==> src/rtl/mem_dump_reader_if.sv <==
// Bundles the dump reader's control, memory read port and byte-stream handshake.
// The master side is the reader; the slave side is the debug unit / memory / UART.
interface mem_dump_reader_if #(
    parameter int DATA_WIDTH = 32
) ();
    logic                  i_start;
    logic                  o_busy;
    logic                  o_done;
    logic [DATA_WIDTH-1:0] o_mem_address;
    logic                  o_mem_read;
    logic [DATA_WIDTH-1:0] i_mem_data;
    logic [7:0]            o_tx_data;
    logic                  o_tx_valid;
    logic                  i_tx_ready;

    modport master (
        input  i_start,
        output o_busy,
        output o_done,
        output o_mem_address,
        output o_mem_read,
        input  i_mem_data,
        output o_tx_data,
        output o_tx_valid,
        input  i_tx_ready
    );

    modport slave (
        output i_start,
        input  o_busy,
        input  o_done,
        input  o_mem_address,
        input  o_mem_read,
        output i_mem_data,
        input  o_tx_data,
        input  o_tx_valid,
        output i_tx_ready
    );
endinterface

==> src/rtl/mem_dump_reader.sv <==
// Sweeps NUM_WORDS words of data memory from address 0 and streams each one
// as four bytes, MSB first, to the UART transmitter. All outputs are registered.
module mem_dump_reader #(
    parameter int DATA_WIDTH = 32,
    parameter int NUM_WORDS  = 32
) (
    input  logic               i_clock,
    input  logic               i_reset,
    mem_dump_reader_if.master  bus
);
    localparam int WI_W  = (NUM_WORDS > 1) ? $clog2(NUM_WORDS) : 1;
    localparam int PAD_W = DATA_WIDTH - WI_W - 2;
    localparam logic [WI_W-1:0] LAST_IDX = WI_W'(NUM_WORDS - 1);

    typedef enum logic [2:0] {
        ST_IDLE  = 3'd0,
        ST_READ  = 3'd1,
        ST_LATCH = 3'd2,
        ST_SEND  = 3'd3,
        ST_DONE  = 3'd4
    } state_t;

    state_t                state_r, state_s;
    logic [WI_W-1:0]       word_index_r, word_index_s;
    logic [1:0]            byte_cnt_r, byte_cnt_s;
    logic [DATA_WIDTH-1:0] shift_r, shift_s;

    logic                  busy_r, busy_s;
    logic                  done_r, done_s;
    logic                  mem_read_r, mem_read_s;
    logic [DATA_WIDTH-1:0] mem_address_r, mem_address_s;
    logic                  tx_valid_r, tx_valid_s;
    logic [7:0]            tx_data_r, tx_data_s;

    // Next-state logic: sequences read, latch and the four byte handshakes per word
    always_comb begin
        state_s      = state_r;
        word_index_s = word_index_r;
        byte_cnt_s   = byte_cnt_r;
        shift_s      = shift_r;
        case (state_r)
            ST_IDLE: begin
                if (bus.i_start) begin
                    state_s      = ST_READ;
                    word_index_s = {WI_W{1'b0}};
                end else begin
                    state_s = ST_IDLE;
                end
            end
            ST_READ: begin
                state_s = ST_LATCH;
            end
            ST_LATCH: begin
                shift_s    = bus.i_mem_data;
                byte_cnt_s = 2'd0;
                state_s    = ST_SEND;
            end
            ST_SEND: begin
                if (bus.i_tx_ready) begin
                    shift_s    = {shift_r[DATA_WIDTH-9:0], 8'h00};
                    byte_cnt_s = byte_cnt_r + 2'd1;
                    if (byte_cnt_r == 2'd3) begin
                        if (word_index_r == LAST_IDX) begin
                            state_s = ST_DONE;
                        end else begin
                            word_index_s = word_index_r + WI_W'(1'b1);
                            state_s      = ST_READ;
                        end
                    end else begin
                        state_s = ST_SEND;
                    end
                end else begin
                    state_s = ST_SEND;
                end
            end
            ST_DONE: begin
                state_s = ST_IDLE;
            end
            default: begin
                state_s = ST_IDLE;
            end
        endcase
    end

    // Output values derived from the upcoming state so they can be registered
    always_comb begin
        busy_s        = (state_s != ST_IDLE);
        done_s        = (state_s == ST_DONE);
        mem_read_s    = 1'b0;
        mem_address_s = {DATA_WIDTH{1'b0}};
        tx_valid_s    = 1'b0;
        tx_data_s     = 8'h00;
        if (state_s == ST_READ) begin
            mem_read_s    = 1'b1;
            mem_address_s = {{PAD_W{1'b0}}, word_index_s, 2'b00};
        end else begin
            mem_read_s    = 1'b0;
            mem_address_s = {DATA_WIDTH{1'b0}};
        end
        if (state_s == ST_SEND) begin
            tx_valid_s = 1'b1;
            tx_data_s  = shift_s[DATA_WIDTH-1 -: 8];
        end else begin
            tx_valid_s = 1'b0;
            tx_data_s  = 8'h00;
        end
    end

    // State, datapath and output registers
    always_ff @(posedge i_clock or negedge i_reset) begin
        if (!i_reset) begin
            state_r       <= ST_IDLE;
            word_index_r  <= {WI_W{1'b0}};
            byte_cnt_r    <= 2'd0;
            shift_r       <= {DATA_WIDTH{1'b0}};
            busy_r        <= 1'b0;
            done_r        <= 1'b0;
            mem_read_r    <= 1'b0;
            mem_address_r <= {DATA_WIDTH{1'b0}};
            tx_valid_r    <= 1'b0;
            tx_data_r     <= 8'h00;
        end else begin
            state_r       <= state_s;
            word_index_r  <= word_index_s;
            byte_cnt_r    <= byte_cnt_s;
            shift_r       <= shift_s;
            busy_r        <= busy_s;
            done_r        <= done_s;
            mem_read_r    <= mem_read_s;
            mem_address_r <= mem_address_s;
            tx_valid_r    <= tx_valid_s;
            tx_data_r     <= tx_data_s;
        end
    end

    assign bus.o_busy        = busy_r;
    assign bus.o_done        = done_r;
    assign bus.o_mem_read    = mem_read_r;
    assign bus.o_mem_address = mem_address_r;
    assign bus.o_tx_valid    = tx_valid_r;
    assign bus.o_tx_data     = tx_data_r;
endmodule

==> src/flat_wrapper.sv <==
// flat-port wrapper written by rule: the top's interface ports become plain ports
module mem_dump_reader_flat 
#(
    parameter int DATA_WIDTH = 32,
    parameter int NUM_WORDS  = 32
)
  (i_clock, i_reset, bus_i_start, bus_o_busy, bus_o_done, bus_o_mem_address, bus_o_mem_read, bus_i_mem_data, bus_o_tx_data, bus_o_tx_valid, bus_i_tx_ready);
  mem_dump_reader_if #(.DATA_WIDTH(DATA_WIDTH)) bus_i ();
  input  logic i_clock;
  input  logic i_reset;
  input wire logic [$bits(bus_i.i_start)-1:0] bus_i_start;
  output wire logic [$bits(bus_i.o_busy)-1:0] bus_o_busy;
  output wire logic [$bits(bus_i.o_done)-1:0] bus_o_done;
  output wire logic [$bits(bus_i.o_mem_address)-1:0] bus_o_mem_address;
  output wire logic [$bits(bus_i.o_mem_read)-1:0] bus_o_mem_read;
  input wire logic [$bits(bus_i.i_mem_data)-1:0] bus_i_mem_data;
  output wire logic [$bits(bus_i.o_tx_data)-1:0] bus_o_tx_data;
  output wire logic [$bits(bus_i.o_tx_valid)-1:0] bus_o_tx_valid;
  input wire logic [$bits(bus_i.i_tx_ready)-1:0] bus_i_tx_ready;
  assign bus_i.i_start = bus_i_start;
  assign bus_o_busy = bus_i.o_busy;
  assign bus_o_done = bus_i.o_done;
  assign bus_o_mem_address = bus_i.o_mem_address;
  assign bus_o_mem_read = bus_i.o_mem_read;
  assign bus_i.i_mem_data = bus_i_mem_data;
  assign bus_o_tx_data = bus_i.o_tx_data;
  assign bus_o_tx_valid = bus_i.o_tx_valid;
  assign bus_i.i_tx_ready = bus_i_tx_ready;
  mem_dump_reader #(.DATA_WIDTH(DATA_WIDTH), .NUM_WORDS(NUM_WORDS)) u_core (.i_clock(i_clock), .i_reset(i_reset), .bus(bus_i));
endmodule
==> config.mk <==
export PLATFORM = sky130hd
export DESIGN_NAME = mem_dump_reader_flat
export DESIGN_NICKNAME = d
export VERILOG_FILES = /design/src/rtl/mem_dump_reader_if.sv /design/src/rtl/mem_dump_reader.sv /design/src/flat_wrapper.sv
export SDC_FILE = /design/constraint.sdc
export NUM_CORES = 1
export LEC_CHECK = 0
export ABC_CLOCK_PERIOD_IN_PS = 4800
export CORE_ASPECT_RATIO = 2
export CORE_MARGIN = 4
export CORE_UTILIZATION = 53
export CTS_CLUSTER_DIAMETER = 80
export DETAILED_ROUTE_END_ITERATION = 8
export PLACE_DENSITY = 0.86
export SETUP_SLACK_MARGIN = 0.4
export SYNTH_ARGS = -nofsm -noshare
export SYNTH_HDL_FRONTEND = slang
export SYNTH_SLANG_ARGS = --single-unit
==> constraint.sdc <==
create_clock -name i_clock -period 4.8 [get_ports i_clock]
set_clock_uncertainty 0.15 [all_clocks]
set_input_delay 0.96 -clock i_clock [delete_from_list [all_inputs] [get_ports i_clock]]
set_output_delay 0.96 -clock i_clock [all_outputs]
set_load 0.01 [all_outputs]
==> impl_results.md, run 1 <==
- Post-layout min period: 2910 ps
- CTS tree: built
- Critical path's slowest cell: buf_2
- N_diodes: 0
- Routed WL: 6970 µm
- Clock Latency Late Sink: 320 ps
- Maximum buffer depth of the clock tree: 2
- Area growth from synthesis to final layout: 21.0%
- Worst Hold Class: flop to flop
- Yosys warns: 0
- Fin. max-slew vios: 0
- Drt first-iter violations: 115
- Setup violators final: 0
- Initial antenna violation count: 0
- Type of origin of the critical path: input pin
- Congestion Overflow GR: 0
- Row cnt: 39
- Reg2Reg Depth: 3
- Post-route insts no fill: 389
- Slew headroom: 23.9%
- Crit-path cells: buf_2 -> nand3_1 -> o311ai_0 -> a211oi_1
- Clk slew on worst S/H paths: 50 ps
- Avg Vias per Cell: 6.03
- Die height: 116 µm
- Residual DRC: 0
- Post-CTS Setup Bufs: 0
- Avg Synthesized Cell Area: 10.7 µm²
- Port Buffers: 52
- Slowest Stage Delay on Critical Path: 620 ps
- Setup TNS: 0 ps
- Critical path capture point type: flop
- Worst vdd ir: 0.431 mV
- #FFs+latches synth: 59
- Finished Core Util: 65.7%
- Ratio of cells with drive above 1 in the final layout: 14.0%
- I/O Pins: 80
- Worst Path Required: 4800 ps
- Place WS: 1620 ps
- Post-synthesis cell count: 286
- # nets final: 363
- Sequential cell area fraction in the yosys report: 48.1%
- WS Path Type: input pin to flop
- HPWL after detailed placement: 4340 µm
- Worst Path Arrival: 2910 ps
- Gpl congestion: 0.869
- Antenna-violating nets left: 0
- Max cap viols: 0
- Number of global-route vias before repair: 2,253
- Wire per inst: 17.9 µm
- Setup ws final: 1890 ps
- Unrepaired setup endpoints after global routing: no
- Global-route wire length before repair: 10,900 µm
- Hold Fails Final Rpt: 0
- CTS root buffer: clkbuf_16
- Outcome: complete, no violations
- Die Wd: 61.8 µm
- GR Util All Layers: 20.8%
- Initial Utilization: 54.3%
- Final period util: 60.6%
- F_max: 0.344 GHz
- Clock Sinks: 59
- Placed Cells incl. Taps: 375
- Distinct cells, synth: 39
- Least-Margin Pin Slew: 1140 ps
- Hold path depth: 1
- Post_cts resized: 0
- Number of CTS-inserted buffers: 9
- CTS H-Tree Depth: 3
- Pin count of the biggest net entering global routing: 60
- Die ar.: 0.00715 mm²
- Mapped cell area: 0.00307 mm²
- DR vias: 2,345
- Crit Path Max Fanout: 55
- Power Density: 567 mW/mm²
- DRT Pass-1 Iters: 5
- Leak pwr: 1.61 nW
- Core Box Area: 0.00566 mm²
- Hold-fix buffers, CTS: 0
-- area by class of cell --
class                      count  area [µm²]
clock inverter                 3        15.0
sequential                    59        1480
clock buffer                  11         253
fill                         454        1940
tap                           61        76.3
multi-input combinational    195        1350
timing repair buffer          54         526
inverter                       6        22.5
-- metrics by stage --
step / power (mW) / cell area (µm²) / hold slack, ps
6_report: 2.11 / 3720 / 349
5_1_grt: 2.22 / 3720 / 356
4_1_cts: 2.12 / 3720 / 352
3_5_place_dp: 1.53 / 3450 / 334
3_3_place_gp: 1.49 / 3450 / 332
2_1_floorplan: 1.32 / 3170 / 317
-- registers in the layout, summed over array words and instances, names as in the netlist --
name and flops:
u_core.bus.o_busy 1, u_core.bus.o_done 1, u_core.bus.o_mem_address 5, u_core.bus.o_mem_read 1, u_core.bus.o_tx_data 8, u_core.bus.o_tx_valid 1
u_core.byte_cnt_r 2, u_core.shift_r 32, u_core.state_r 3, u_core.word_index_r 5
-- Yosys cell counts --
library cell   n  area share (%)
nand4_1        2            0.41
a211oi_1       2            0.49
nor2b_2        1            0.29
nand2_1        7            0.86
nor3b_1        2            0.49
o21a_1         1            0.24
buf_4         29             7.1
nor2b_1        3            0.61
nand2b_1       1            0.20
conb_1         1            0.12
a31oi_1        2            0.41
nor2_1        31             3.8
o21ai_1        4            0.65
and4_1         2            0.57
o311ai_0       1            0.29
ha_1           2            0.81
buf_2         13             2.1
o311ai_1       1            0.29
nor3_1         1            0.16
mux2i_1        2            0.65
nor4bb_1      24             7.8
inv_1          6            0.73
buf_1          1            0.12
clkbuf_2       1            0.16
o21ai_0       24             3.9
a211o_1        1            0.29
and3_1         1            0.20
or4b_4         1            0.45
a22o_1         8             2.3
clkbuf_1       8            0.98
a211oi_2       1            0.41
dfrtp_1       59              48
o221ai_1       1            0.29
o2111a_1       8             2.9
xor2_1         1            0.29
nand3_1        6            0.98
o221a_2       24             8.8
nand3b_1       2            0.49
a31o_2         1            0.29
-- cells by family after synthesis --
logic type	after synthesis	share of synthesized area (%)
buffers and inverters	58	11.2
AND/OR/NAND/NOR	84	17.3
flip-flops	59	48.1
other	1	0.122
multiplexers	2	0.652
adder cells (fa/ha/maj)	2	0.815
XOR/XNOR	1	0.285
AO/OA/AOI/OAI	79	21.5
-- critical path: cells and delay by family --
family,cells,cell delay (ps)
AND/OR/NAND/NOR,1,580
buffers and inverters,1,620
AO/OA/AOI/OAI,2,730
-- power by group --
group | leakage [nW] | switching (mW) | total [mW] | internal (mW)
Combinational | 0.763 | 0.295 | 0.681 | 0.385
Clock | 0.137 | 0.207 | 0.574 | 0.367
Sequential | 0.713 | 0.164 | 0.854 | 0.690
-- layout by cell type, fill, tap and decap left out, types with 3 or more instances in the layout --
| cell type | n |
|---|---|
| nor2b_1 | 3 |
| clkinv_2 | 3 |
| conb_1 | 27 |
| o21ai_1 | 4 |
| inv_1 | 6 |
| nand2_1 | 7 |
| dfrtp_1 | 59 |
| a22o_1 | 8 |
| nor4bb_1 | 24 |
| o2111a_1 | 8 |
| o21ai_0 | 24 |
| nor2_1 | 31 |
| nand3_1 | 6 |
| clkbuf_16 | 9 |
| o221a_2 | 24 |
| clkdlybuf4s50_1 | 50 |
-- per-layer routing --
| layer | GRT usage, % | wire [µm] | up-vias |
|---|---|---|---|
| li1 | - | - | 1103 |
| met5 | 0 | 0 | - |
| met1 | 26.1 | 2690 | 1145 |
| met4 | 11.8 | 169 | 0 |
| met3 | 4.35 | 438 | 10 |
| met2 | 32.4 | 3670 | 87 |
-- path summary, 6_finish.rpt --
| path | startpoint | end | slack [ps] |
|---|---|---|---|
| max reg2reg | u_core.state_r[1] | u_core.bus.o_tx_data[0] | 2100 |
| min reg2reg | u_core.shift_r[6] | u_core.shift_r[6] | 350 |
| min in group asynchronous | i_reset | u_core.bus.o_tx_data[5] | 620 |
| min | u_core.shift_r[6] | u_core.shift_r[6] | 350 |
| max in group asynchronous | i_reset | u_core.word_index_r[1] | 3380 |
| max | bus_i_tx_ready | u_core.bus.o_mem_address[4] | 1890 |
(Power assumes the default switching activity.)
==> inputs of run 2 (changes only) <==
- ABC_CLOCK_PERIOD_IN_PS: 4800 -> 2490
- CORE_UTILIZATION: 53 -> 44
- PLACE_DENSITY: 0.86 -> 0.76
- clock period: 4.8 -> 2.49 ns (I/O delays scaled with it)
==> run 2 against run 1 <==
Net effect:
- first-iteration DRC count is 86% higher
- count of clock-buffer cells in the layout is 4 higher
- cell count is 9.3% higher
- worst hold slack worse by 350 ps
- largest cell class unchanged
- largest power group unchanged
- highest routed layer unchanged
==> impl_results.md, run 2 (synthesis results as in run 1) <==
- Initial antenna violation count: 0
- Clock Sinks: 59
- Slowest Stage Delay on Critical Path: 570 ps
- Most common cell after layout, fill and taps aside: dfrtp_1
- Crit Path Max Fanout: 52
- Core Box Area: 0.00673 mm²
- Congestion Overflow GR: 0
- Crit path max-delay family: buffers and inverters
- Slew headroom: 63.1%
- Total power: 4.15 mW
- Drt first-iter violations: 214
- Leak pwr: 1.66 nW
- Type of origin of the critical path: input pin
- Top reg by flops: u_core.shift_r
- Critical path's slowest cell: clkdlybuf4s50_1
- Commonest cells after routing, fill and taps aside: dfrtp_1 (59), clkdlybuf4s50_1 (51), nor2_1 (31), conb_1 (27)
- Setup violators final: 0
- Maximum buffer depth of the clock tree: 2
- Crit-path cells: clkdlybuf4s50_1 -> buf_12 -> nor4bb_1 -> o21ai_0 -> o2111a_1
- Avg Vias per Cell: 5.61
- Die Wd: 67.1 µm
- Setup TNS: 0 ps
- Worst R2R Setup Slack: 610 ps
- CTS root buffer: clkbuf_16
- Ratio of cells with drive above 1 in the final layout: 15.4%
- Least-Margin Pin Slew: 550 ps
- HPWL after detailed placement: 4550 µm
- Post-layout min period: 1880 ps
- Global-route wire length before repair: 11,000 µm
- DRT Pass-1 Iters: 4
- F_max: 0.531 GHz
- Worst Path Required: 2550 ps
- Routed WL: 6890 µm
- Power Density: 1080 mW/mm²
- Post-CTS Setup Bufs: 0
- Final period util: 75.6%
- DR vias: 2,386
- Number of CTS-inserted buffers: 9
- Die ar.: 0.00846 mm²
- Area after DPL: 0.00357 mm²
- N_diodes: 0
- Wire per inst: 16.2 µm
- Row cnt: 42
- Post_cts resized: 0
- Pin count of the biggest net entering global routing: 53
- Hold Fails Final Rpt: 0
- CTS tree: built
- Die height: 126 µm
- Critical path capture point type: flop
- Finished Core Util: 57.4%
- WS Path Type: input pin to flop
- Unrepaired setup endpoints after global routing: no
- Placed Cells incl. Taps: 409
- Fin. max-slew vios: 0
- Gpl congestion: 0.827
- Area growth from synthesis to final layout: 25.6%
- Worst Hold Class: input pin to asynchronous set/reset pin
- Buf+Inv Stages, Crit Path: 2
- Worst vdd ir: 0.594 mV
- Clock Latency Late Sink: 320 ps
- Max cap viols: 0
- Clk slew on worst S/H paths: 50 ps
- Outcome: complete, no violations
- Initial Utilization: 45.7%
- Post-route insts no fill: 425
- Antenna-violating nets left: 0
- I/O Pins: 80
- Hold-fix buffers, CTS: 0
- CTS H-Tree Depth: 3
- Port Buffers: 52
- Worst Path Arrival: 1950 ps
- # nets final: 370
- Number of global-route vias before repair: 2,297
- GR Util All Layers: 17.2%
- Max reg flops: 32
- Final Cell Area: 0.00386 mm²
- Residual DRC: 0
==> run 2: cell types whose count changed in the layout (fill, tap and decap cells not counted) <==
cell,previous run,this run
clkbuf_8,2,4
clkinv_2,3,1
buf_12,0,2
clkdlybuf4s50_1,50,51
buf_2,2,1
clkbuf_1,0,2
buf_4,2,7
==> run 2: stage by stage <==
step / hold WS (ps) / setup slack [ps]
floorplan: 52.4 / 857
global placement: 334 / 327
detailed placement: 338 / 284
CTS: 0.503 / 599
global route: 34.0 / 485
finish: 0.672 / 606
==> run 2: path summary, 6_finish.rpt <==
check                                         endpoint               from  cells after the start
min in group i_clock                 u_core.shift_r[2]  u_core.shift_r[2]                      1
hold / removal             u_core.bus.o_mem_address[2]            i_reset                      1
setup / recovery               u_core.bus.o_tx_data[5]     bus_i_tx_ready                      5
hold reg to reg                      u_core.shift_r[2]  u_core.shift_r[2]                      1
max in group asynchronous           u_core.shift_r[11]            i_reset                      2
setup reg to reg                     u_core.shift_r[4]  u_core.state_r[1]                      4
==> run 2: worst reg2reg max path: cells and delay by family, from the launching register on <==
kind | cells | cell delay (ps)
buffers and inverters | 1 | 240
AOI/OAI and AO/OA | 2 | 480
and+or+nand+nor | 1 | 400
DFF | 1 | 480
==> run 2: routing by layer <==
metal  share of wire, %  track usage, %  vias to the layer above
li1                   -               -                     1118
met1                 40            20.0                     1160
met2                 51            28.0                       97
met3                6.0            3.48                       11
met4                2.6            11.0                        0
met5                  0               0                        -
==> run 2: cell type report <==
cell class              instances  area [µm²]
fillers                       621        2870
flip-flops and latches         59        1480
multi-input cells             195        1350
repair buffers                 61         608
clock buffers                  15         288
well taps                      88         110
inverters                       6        22.5
clock inverters                 1        5.00
==> run 2: where the power goes <==
| group | leakage [nW] | internal, mW | switching (mW) | total (mW) |
|---|---|---|---|---|
| clock | 0.146 | 0.779 | 0.399 | 1.18 |
| combinational | 0.806 | 0.775 | 0.595 | 1.37 |
| sequential | 0.713 | 1.33 | 0.273 | 1.61 |
| total | 1.66 | 2.89 | 1.27 | 4.15 |
